==> src/rtl/pps_pkg.sv <==
`default_nettype none
// ============================================================================
//  Module      : pps_pkg
//  Description : Shared definitions for the PPS measurement blocks: state
//                encoding of the meter FSM and the acceptance-window helpers
//                (MIN_P / MAX_P) used by the RTL and by its test benches.
//  Revision    : 1.0 - initial release
// ============================================================================
package pps_pkg;

    // Meter FSM state encoding
    localparam logic [1:0] PPS_IDLE   = 2'd0;
    localparam logic [1:0] PPS_ACQ    = 2'd1;
    localparam logic [1:0] PPS_LOCKED = 2'd2;

    typedef enum logic [1:0] {
        ST_IDLE   = PPS_IDLE,
        ST_ACQ    = PPS_ACQ,
        ST_LOCKED = PPS_LOCKED
    } pps_state_e;

    // Shortest period (inclusive) accepted as in-window
    function automatic int pps_min_p(input int rate_hz, input int tol);
        return rate_hz - tol;
    endfunction

    // Longest period (inclusive) accepted as in-window; one cycle beyond
    // this without a rise is a timeout
    function automatic int pps_max_p(input int rate_hz, input int tol);
        return rate_hz + tol;
    endfunction

endpackage
`default_nettype wire

==> src/rtl/pps_sync_edge.sv <==
`default_nettype none
// ============================================================================
//  Module      : pps_sync_edge
//  Description : Two-flop synchronizer for an asynchronous pulse input plus a
//                rising-edge detector in the destination clock domain.
//  Ports       : i_clk   - destination clock
//                i_rst_n - asynchronous active-low reset
//                i_async - asynchronous input
//                o_rise  - high for one cycle per synchronized rising edge
//  Revision    : 1.0 - initial release
// ============================================================================
module pps_sync_edge
    import pps_pkg::*;
(
    input  logic i_clk,
    input  logic i_rst_n,
    input  logic i_async,
    output logic o_rise
);

    logic sync1_q, sync1_d;
    logic sync2_q, sync2_d;
    logic prev_q,  prev_d;

    always_comb begin
        sync1_d = i_async;
        sync2_d = sync1_q;
        prev_d  = sync2_q;
    end

    always_ff @(posedge i_clk or negedge i_rst_n) begin
        if (!i_rst_n) begin
            sync1_q <= 1'b0;
            sync2_q <= 1'b0;
            prev_q  <= 1'b0;
        end else begin
            sync1_q <= sync1_d;
            sync2_q <= sync2_d;
            prev_q  <= prev_d;
        end
    end

    // Combinational so the rise is visible in the cycle after the second
    // synchronizer stage captures the high level.
    assign o_rise = sync2_q & ~prev_q;

endmodule
`default_nettype wire

==> src/rtl/pps_meter.sv <==
`default_nettype none
// ============================================================================
//  Module      : pps_meter
//  Description : Measures the i_clk period between rising edges of an external
//                PPS input and declares lock after LOCK_COUNT consecutive
//                in-window periods. Lock loss is flagged by a sticky fault.
//  Ports       : i_clk        - system clock
//                i_rst_n      - asynchronous active-low reset
//                i_pps        - asynchronous PPS input
//                o_period     - last measured period (i_clk cycles)
//                o_period_stb - one-cycle strobe when o_period updates
//                o_locked     - lock status
//                o_fault      - sticky lock-lost flag, cleared on re-lock
//                o_led        - status LED, mirrors o_locked
//  Revision    : 1.0 - initial release
// ============================================================================
module pps_meter
    import pps_pkg::*;
#(
    parameter int CLOCK_RATE_HZ = 100,
    parameter int TOLERANCE     = 4,
    parameter int LOCK_COUNT    = 3,
    parameter int CNT_W         = $clog2(CLOCK_RATE_HZ + TOLERANCE + 1)
) (
    input  logic             i_clk,
    input  logic             i_rst_n,
    input  logic             i_pps,
    output logic [CNT_W-1:0] o_period,
    output logic             o_period_stb,
    output logic             o_locked,
    output logic             o_fault,
    output logic             o_led
);

    localparam logic [CNT_W-1:0] c_min_p    = CNT_W'(pps_min_p(CLOCK_RATE_HZ, TOLERANCE));
    localparam logic [CNT_W-1:0] c_max_p    = CNT_W'(pps_max_p(CLOCK_RATE_HZ, TOLERANCE));
    localparam logic [CNT_W-1:0] c_max_m1   = CNT_W'(pps_max_p(CLOCK_RATE_HZ, TOLERANCE) - 1);
    localparam logic [3:0]       c_lock_cnt = 4'(LOCK_COUNT);

    logic w_rise;

    pps_sync_edge u_sync (
        .i_clk   (i_clk),
        .i_rst_n (i_rst_n),
        .i_async (i_pps),
        .o_rise  (w_rise)
    );

    pps_state_e       state_q,  state_d;
    logic [CNT_W-1:0] cnt_q,    cnt_d;
    logic [3:0]       good_q,   good_d;
    logic [CNT_W-1:0] period_q, period_d;
    logic             stb_q,    stb_d;
    logic             locked_q, locked_d;
    logic             fault_q,  fault_d;

    logic [CNT_W-1:0] w_p;
    logic             w_in_win;
    logic             w_timeout;
    logic [3:0]       w_good_inc;

    always_comb begin
        // Period ends on the rise cycle, so it is one more than the count
        w_p        = cnt_q + 1'b1;
        w_in_win   = (w_p >= c_min_p) && (w_p <= c_max_p);
        // A rise on the last legal cycle yields P = MAX_P, not a timeout
        w_timeout  = !w_rise && (cnt_q == c_max_m1);
        w_good_inc = good_q + 4'd1;

        state_d  = state_q;
        cnt_d    = cnt_q + 1'b1;
        good_d   = good_q;
        period_d = period_q;
        stb_d    = 1'b0;
        locked_d = locked_q;
        fault_d  = fault_q;

        case (state_q)
            ST_IDLE: begin
                cnt_d = '0;
                // First edge only establishes the reference point
                if (w_rise) begin
                    state_d = ST_ACQ;
                    good_d  = 4'd0;
                end
            end
            ST_ACQ: begin
                if (w_rise) begin
                    cnt_d    = '0;
                    stb_d    = 1'b1;
                    period_d = w_p;
                    if (w_in_win) begin
                        good_d = w_good_inc;
                        if (w_good_inc == c_lock_cnt) begin
                            state_d  = ST_LOCKED;
                            locked_d = 1'b1;
                            fault_d  = 1'b0;
                        end
                    end else begin
                        good_d = 4'd0;
                    end
                end else if (w_timeout) begin
                    state_d = ST_IDLE;
                    cnt_d   = '0;
                end
            end
            ST_LOCKED: begin
                if (w_rise) begin
                    cnt_d    = '0;
                    stb_d    = 1'b1;
                    period_d = w_p;
                    if (!w_in_win) begin
                        state_d  = ST_ACQ;
                        good_d   = 4'd0;
                        locked_d = 1'b0;
                        fault_d  = 1'b1;
                    end
                end else if (w_timeout) begin
                    state_d  = ST_IDLE;
                    cnt_d    = '0;
                    locked_d = 1'b0;
                    fault_d  = 1'b1;
                end
            end
            default: begin
                state_d  = ST_IDLE;
                cnt_d    = '0;
                locked_d = 1'b0;
            end
        endcase
    end

    always_ff @(posedge i_clk or negedge i_rst_n) begin
        if (!i_rst_n) begin
            state_q  <= ST_IDLE;
            cnt_q    <= '0;
            good_q   <= 4'd0;
            period_q <= '0;
            stb_q    <= 1'b0;
            locked_q <= 1'b0;
            fault_q  <= 1'b0;
        end else begin
            state_q  <= state_d;
            cnt_q    <= cnt_d;
            good_q   <= good_d;
            period_q <= period_d;
            stb_q    <= stb_d;
            locked_q <= locked_d;
            fault_q  <= fault_d;
        end
    end

    assign o_period     = period_q;
    assign o_period_stb = stb_q;
    assign o_locked     = locked_q;
    assign o_fault      = fault_q;
    assign o_led        = locked_q;

endmodule
`default_nettype wire

==> config.mk <==
export PLATFORM = sky130hd
export DESIGN_NAME = pps_meter
export DESIGN_NICKNAME = d
export VERILOG_FILES = /design/src/rtl/pps_pkg.sv /design/src/rtl/pps_sync_edge.sv /design/src/rtl/pps_meter.sv
export SDC_FILE = /design/constraint.sdc
export NUM_CORES = 1
export LEC_CHECK = 0
export BUFFER_PORTS_ARGS = -buffer_cell sky130_fd_sc_hd__clkbuf_2
export CAP_MARGIN = 25
export CELL_PAD_IN_SITES_DETAIL_PLACEMENT = 0
export CELL_PAD_IN_SITES_GLOBAL_PLACEMENT = 2
export CORE_MARGIN = 8
export CORE_UTILIZATION = 38
export CTS_BUF_LIST = sky130_fd_sc_hd__clkbuf_8
export DETAILED_ROUTE_END_ITERATION = 10
export PLACE_DENSITY_LB_ADDON = 0.1
export SYNTH_ARGS = -nofsm -noshare
export SYNTH_HDL_FRONTEND = slang
export SYNTH_HIERARCHICAL = 1
export SYNTH_SLANG_ARGS = --single-unit
==> constraint.sdc <==
create_clock -name i_clk -period 2.5 [get_ports i_clk]
set_clock_uncertainty 0.1 [all_clocks]
set_input_delay 0.125 -clock i_clk [delete_from_list [all_inputs] [get_ports i_clk]]
set_output_delay 0.125 -clock i_clk [all_outputs]
set_load 0.01 [all_outputs]
==> Yosys cells after proc, flatten, opt, wreduce, memory -nomap -nowiden <==
Index checks and enable logic that the tools add are counted.
{ "word_totals": {"wordCells": 76, "inputBits": 3, "out_inout_bits": 11, "ff_bits": 26} }
{ "op_classes": {"order_cmp": 2, "n_eq_ne": 14, "n_addsub": 2, "n_mux": 33, "bitwise": 3, "reduce_logical": 12} }
{ "ops": {"columns": ["operator", "count"], "rows": [
  ["7-bit 2-to-1 mux", 3],
  ["4-bit 2-to-1 mux", 5],
  ["1-bit 2-to-1 mux", 14],
  ["2-bit 2-to-1 mux", 7],
  ["2-bit != test (second input constant)", 6],
  ["3-bit != test (second input constant)", 4],
  ["4-bit case mux with 3 select lines", 1],
  ["6-bit AND reduction", 2],
  ["7-bit by 1-bit adder with 7-bit output (second input constant)", 1],
  ["7-bit == test (second input constant)", 1],
  ["7-bit >= comparator (second input constant)", 1],
  ["7-bit less-or-equal comparator (second input constant)", 1],
  ["2-bit case mux with 3 select lines", 1],
  ["5-bit AND reduction", 1],
  ["4-bit by 1-bit adder with 4-bit output (second input constant)", 1],
  ["4-bit by 2-bit == test with 1-bit output (second input constant)", 1],
  ["4-bit AND reduction", 1],
  ["1-bit case mux with 3 select lines", 1],
  ["3-bit nonzero test", 1],
  ["2-bit by 1-bit == test with 1-bit output (second input constant)", 1],
  ["2-bit == test (second input constant)", 1],
  ["1-bit logical AND", 2],
  ["2-bit zero test", 1],
  ["1-bit NOT", 2],
  ["other kinds (6)", 6]
]} }

==> Depth between registers and ports, before layout <==
{ "logic_depth": {"depth_word": 7, "ltp_mapped": 9, "depth_no_buf": 8} }

==> By module <==
Netlist, hierarchy kept.
{ "by_module_without_submodules": {"columns": ["module", "seq_area_each_um2", "area_each_um2", "instances", "cells_each"], "rows": [
  ["pps_meter", 575.6, 1343.8, 1, 145],
  ["pps_sync_edge", 75.1, 88.8, 1, 4]
]} }

==> Least setup slack after synthesis <==
No wires, ideal clock.
{ "synth_timing": {"kind": "register -> register", "from": "reg cnt_q[0]", "to": "reg state_q[1]", "arrival_ns": 1.918, "path_stages_with_launch": 9, "path_buffers": 1, "slack_ns": 0.357, "path_cell_list": "dfrtp_1 -> ha_1 -> nand2b_1 -> a21oi_1 -> a211oi_2 -> or2_1 -> buf_6 -> o221a_4 -> mux2_4"} }
{ "synth_via": {"elab_chain_cells": 5} }
{ "synth_rtl": {"columns": ["element", "line_no", "source"], "rows": [
  ["start, declared", "pps_meter.sv:50", "logic [CNT_W-1:0] cnt_q, cnt_d;"],
  ["start signal, assigned", "pps_meter.sv:144", "cnt_q <= cnt_d;"],
  ["7-bit by 1-bit adder with 7-bit output or 7-bit == test (tied branches)", "pps_meter.sv:64, pps_meter.sv:67", null],
  ["7-bit >= comparator (tied with other cells)", "pps_meter.sv:65", "w_in_win = (w_p >= c_min_p) && (w_p <= c_max_p);"],
  ["1-bit logical AND or 2-bit 2-to-1 mux (tied branches)", null, null],
  ["3-bit != test (no line) (tied with other cells)", null, null],
  ["4-bit AND reduction (no line) or 2-bit case mux with 3 select lines (tied branches)", null, null],
  ["end signal, assigned", "pps_meter.sv:143", "state_q <= state_d;"],
  ["end, declared", "pps_meter.sv:49", "pps_state_e state_q, state_d;"]
]} }
Parallel ways exist; a longest one is shown, timed or not.
A chain may end at the register's enable or synchronous reset.

==> Final worst setup path <==
Same ends and word-level chain as after synthesis.

==> metrics.md <==
| Metric | Value |
|---|---|
| Proportion of power drawn by combinational gates | 36.5% |
| Detailed-route wire length per cell | 13.4 um |
| Crit path launch | cnt_q[0] |
| Number of max-slew violations in the final report | 0 |
| Post-layout utilization of the core | between 40 and 50% |
| Maximum resistive drop on vdd | 0.388 mV |
| Root cell of the clock tree | clkbuf_8 |
| Antenna violations before repair | 0 |
| Post-synth top area share | a little under half |
| Critical Path Sink | state_q[1] |
| Clock edge transition at the registers on the reported setup and hold paths | ~0.10 ns |
| Remaining max-slew budget at the tightest pin | a little under three fifths |
| Maximum net fanout on the critical path | 7 |
| Final Cycle Share | slightly above 90% |
| Shortest period the worst path allows | roughly 2.3 ns |
| Quantity of gates resized following cts | 0 |
| Gpl congestion | 0.791 |
| Number of placement rows | 22 |
| Drt pass-1 iters | 4 |
| Clock group share of total power | around a quarter |
| Overall routing resource usage | under 10% |
| Post-CTS Hold Buffers | 2 |
| Static leakage | approximately 0.74 nW |
| Post-detailed-routing wire length | around 2800 um |
| Height of the chip | around 77 um |
| Clock buffer depth | 2 |
| Number of flops mapped to enable cells by yosys | 0 |
| Number of nets in the final layout | 175 |
| Fraction of final layout cells sized beyond drive strength 1 | between 10% and 20% |
| End of the worst register-to-register path | state_q[1] |
| Part of the total power dissipated in sequential elements | 38.3% |
| Clock tree from TritonCTS | done |
| Vias in the first global route | about 1100 |
| Number of top-level pins | 14 |
| Relative area change from synthesis to final layout | 13.1% |
| Crit start category | register |
| Worst-skew pair later-pin latency | 0.27 ns |
| Power density of the placed cells | a little under 900 mW/mm^2 |
| Count of buffers from port buffering | 13 |
| Final HPWL from detailed placement | between 2000 and 2500 um |
| Unrepaired setup endpoints after global routing | no |
| Net switching share of the total power | a little over a third |
| Total via count after detailed routing | approximately 1000 |
| Depth of the critical timing path with buffers and inverters included | 6 |
| Largest net degree at the start of global routing | 27 |
| Timing-limited maximum frequency | 440 MHz |
| Area of the die | 0.00599 mm^2 |
| Clock buffers created by TritonCTS | 3 |
| Total count of hold-check failures in the final report | 0 |
| Count of yosys warnings during synthesis | 6 |
| Data required time of the worst path | about 2.6 ns |
| Cell with the biggest individual delay on the critical path | dfrtp_1 |
| Max-cap violation count | 0 |
| Worst reg2reg path depth | 6 |
| Fraction of the yosys area taken by sequential cells | a little under half |
| Bufs and invs on worst path | 0 |
| Netlist Area Pre-Place | ~0.0014 mm^2 |
| DR iter-0 viols | 57 |
| Post-CTS Setup Repair Bufs | 0 |
| Horizontal extent of the die | slightly below 80 um |
| N_diodes | 0 |
| Main synth FF type | dfrtp_1 |
| Type of the worst setup path | reg2reg |
| First-pass GRT wire length | just under 5000 um |
| Sum Neg Setup Slack | 0 ns |
| Core box area | between 0.003 and 0.004 mm^2 |
| Area of combinational cells with multiple inputs | 697 um^2 |
| Top cell types by occurrence after synthesis | dfrtp_1 (26), nand2_1 (16), nor2_1 (12) |
| Vias per inst | around 4.9 |
| Switching power of the nets | slightly above 0.0005 W |
| Filler instances | between 300 and 400 |
| Post-synthesis area per instance | 9.61 um^2 |
| Top Family by Delay on Critical Path | compound AO/OA/AOI/OAI gates |
| Number of clock sinks seen by CTS | 26 |
| Number of antenna-violating nets in the routed design | 0 |
| Crit path arrival time | 2.34 ns |
| Net count after synthesis | 160 |
| Cells traversed along the worst timing path | ha_1 > a22o_1 > a211oi_2 > or2_1 > o221a_4 > mux2_4 |
| Most frequently used cell type in the post-synthesis netlist | dfrtp_1 |
| Worst-Margin Slew | 0.655 ns |
| Overflow left after global routing | 0 |
| Internal power component | 0.000905 W |
| Library cell occupying the most area in the post-synthesis netlist | dfrtp_1 |
| Outcome | finished clean |
| Cells after Synth | between 100 and 150 |
| Launch point of the worst reg-to-reg path | cnt_q[0] |
| Top cells by area in the synthesized netlist | dfrtp_1 (45%), ha_1 (7.0%), nand2_1 (4.2%), o21ai_0 (3.8%), nor2_1 (3.1%) |
| Number of H-tree branching levels | 1 |
| Slack of the worst reg-to-reg path | approximately 0.23 ns |
| Area occupied by registers | 651 um^2 |
| Number of unique standard cell types used by synthesis | 45 |
| Post-route DRC violation count | 0 |
| Total setup violations reported at the end of the flow | 0 |
| Type of the worst min-delay path | reg2reg |
| Worst hold path stage count | 0 |
| Async S/R FF share, synth | 100% |
| Synthesized flop and latch total | 26 |
| Delay contributed by the slowest stage of the critical path | 0.45 ns |
| Crit end category | register |
| Starting utilization of the core area | about 39% |
==> metrics by stage <==
step	instances	power, W	instance area (um^2)	setup slack [ns]	hold slack [ns]
finish	211	0.00142	1620	0.225	0.259
detailed placement	205	0.00108	1530	0.235	0.0902
CTS	211	0.00144	1620	0.208	0.263
global placement	205	0.00108	1530	0.272	0.0774
floorplan	149	0.000919	1430	0.357	-0.271
global route	211	0.00153	1620	0.0812	0.270
==> cells in the final DEF, fill, tap and decap left out, types with 2 or more instances in the layout <==
cell / instances
nor2_1: 12
ha_1: 8
clkbuf_2: 13
xor2_1: 3
buf_4: 2
o21ai_1: 2
o311ai_1: 2
dfrtp_1: 26
clkbuf_8: 3
inv_1: 11
xnor2_1: 2
nand3_1: 4
a21oi_1: 8
dlygate4sd3_1: 2
o21ai_0: 11
mux2i_1: 2
nand2b_1: 4
nor4_1: 2
nand2_1: 16
nor3_1: 4
==> cells by family (layout without fill, tap and decap cells) <==
kind of cell    count (synthesis)  count (layout)  share of synthesized area, %
fa+ha+maj                       8               8                          6.99
buf+inv                        18              32                          5.94
compound gates                 36              36                          16.9
simple gates                   53              53                          19.2
mux                             3               3                          2.45
flops                          26              26                          45.4
xor+xnor                        5               5                          3.06
==> area by class of cell <==
cell class                 instances  area share, %
sequential                        26           40.2
multi-input combinational        105           43.0
timing repair buffer              17           6.18
clock inverter                     1           1.85
tap                               48           3.71
clock buffer                       3           2.55
inverter                          11           2.55
==> power groups by stage <==
| stage | combinational (W) | clock [W] | sequential (W) |
|---|---|---|---|
| after detailed placement | 0.000525 | 0 | 0.000556 |
| after floorplan | 0.000361 | 0 | 0.000558 |
| final | 0.000520 | 0.000359 | 0.000545 |
| after CTS | 0.000529 | 0.000363 | 0.000547 |
| after global routing | 0.000593 | 0.000380 | 0.000554 |
| after global placement | 0.000529 | 0 | 0.000551 |
==> layer usage <==
metal | vias to the layer above | share of wire (%) | GRT usage (%)
met5 | - | 0 | 0
met4 | 0 | 0.46 | 2.08
met3 | 2 | 3.8 | 2.53
met2 | 21 | 49 | 17.1
met1 | 485 | 47 | 11.6
li1 | 534 | - | -
==> sequential cells by signal (all words and copies together) (netlist names) <==
name	count
o_fault	1
o_led	1
o_period	7
o_period_stb	1
good_q	4
u_sync/prev_q	1
cnt_q	7
state_q	2
u_sync/sync1_q	1
u_sync/prev_d	1
==> worst register-to-register path, stage by stage (launching register included) <==
cell,delay (ns)
dfrtp_1,0.45
ha_1,0.29
a22o_1,0.24
a211oi_2,0.27
or2_1,0.28
o221a_4,0.25
mux2_4,0.29
==> worst min-delay path by stage <==
stage | startpoint | endpoint | slack, ns
floorplan | i_rst_n | cnt_q[0] | -0.27
global placement | i_rst_n | o_period[1] | 0.08
detailed placement | i_rst_n | o_period[1] | 0.09
CTS | u_sync/sync1_q | u_sync/prev_d | 0.26
global route | u_sync/sync1_q | u_sync/prev_d | 0.27
finish | u_sync/sync1_q | u_sync/prev_d | 0.26
No activity file was read; power rests on OpenSTA's default activity.
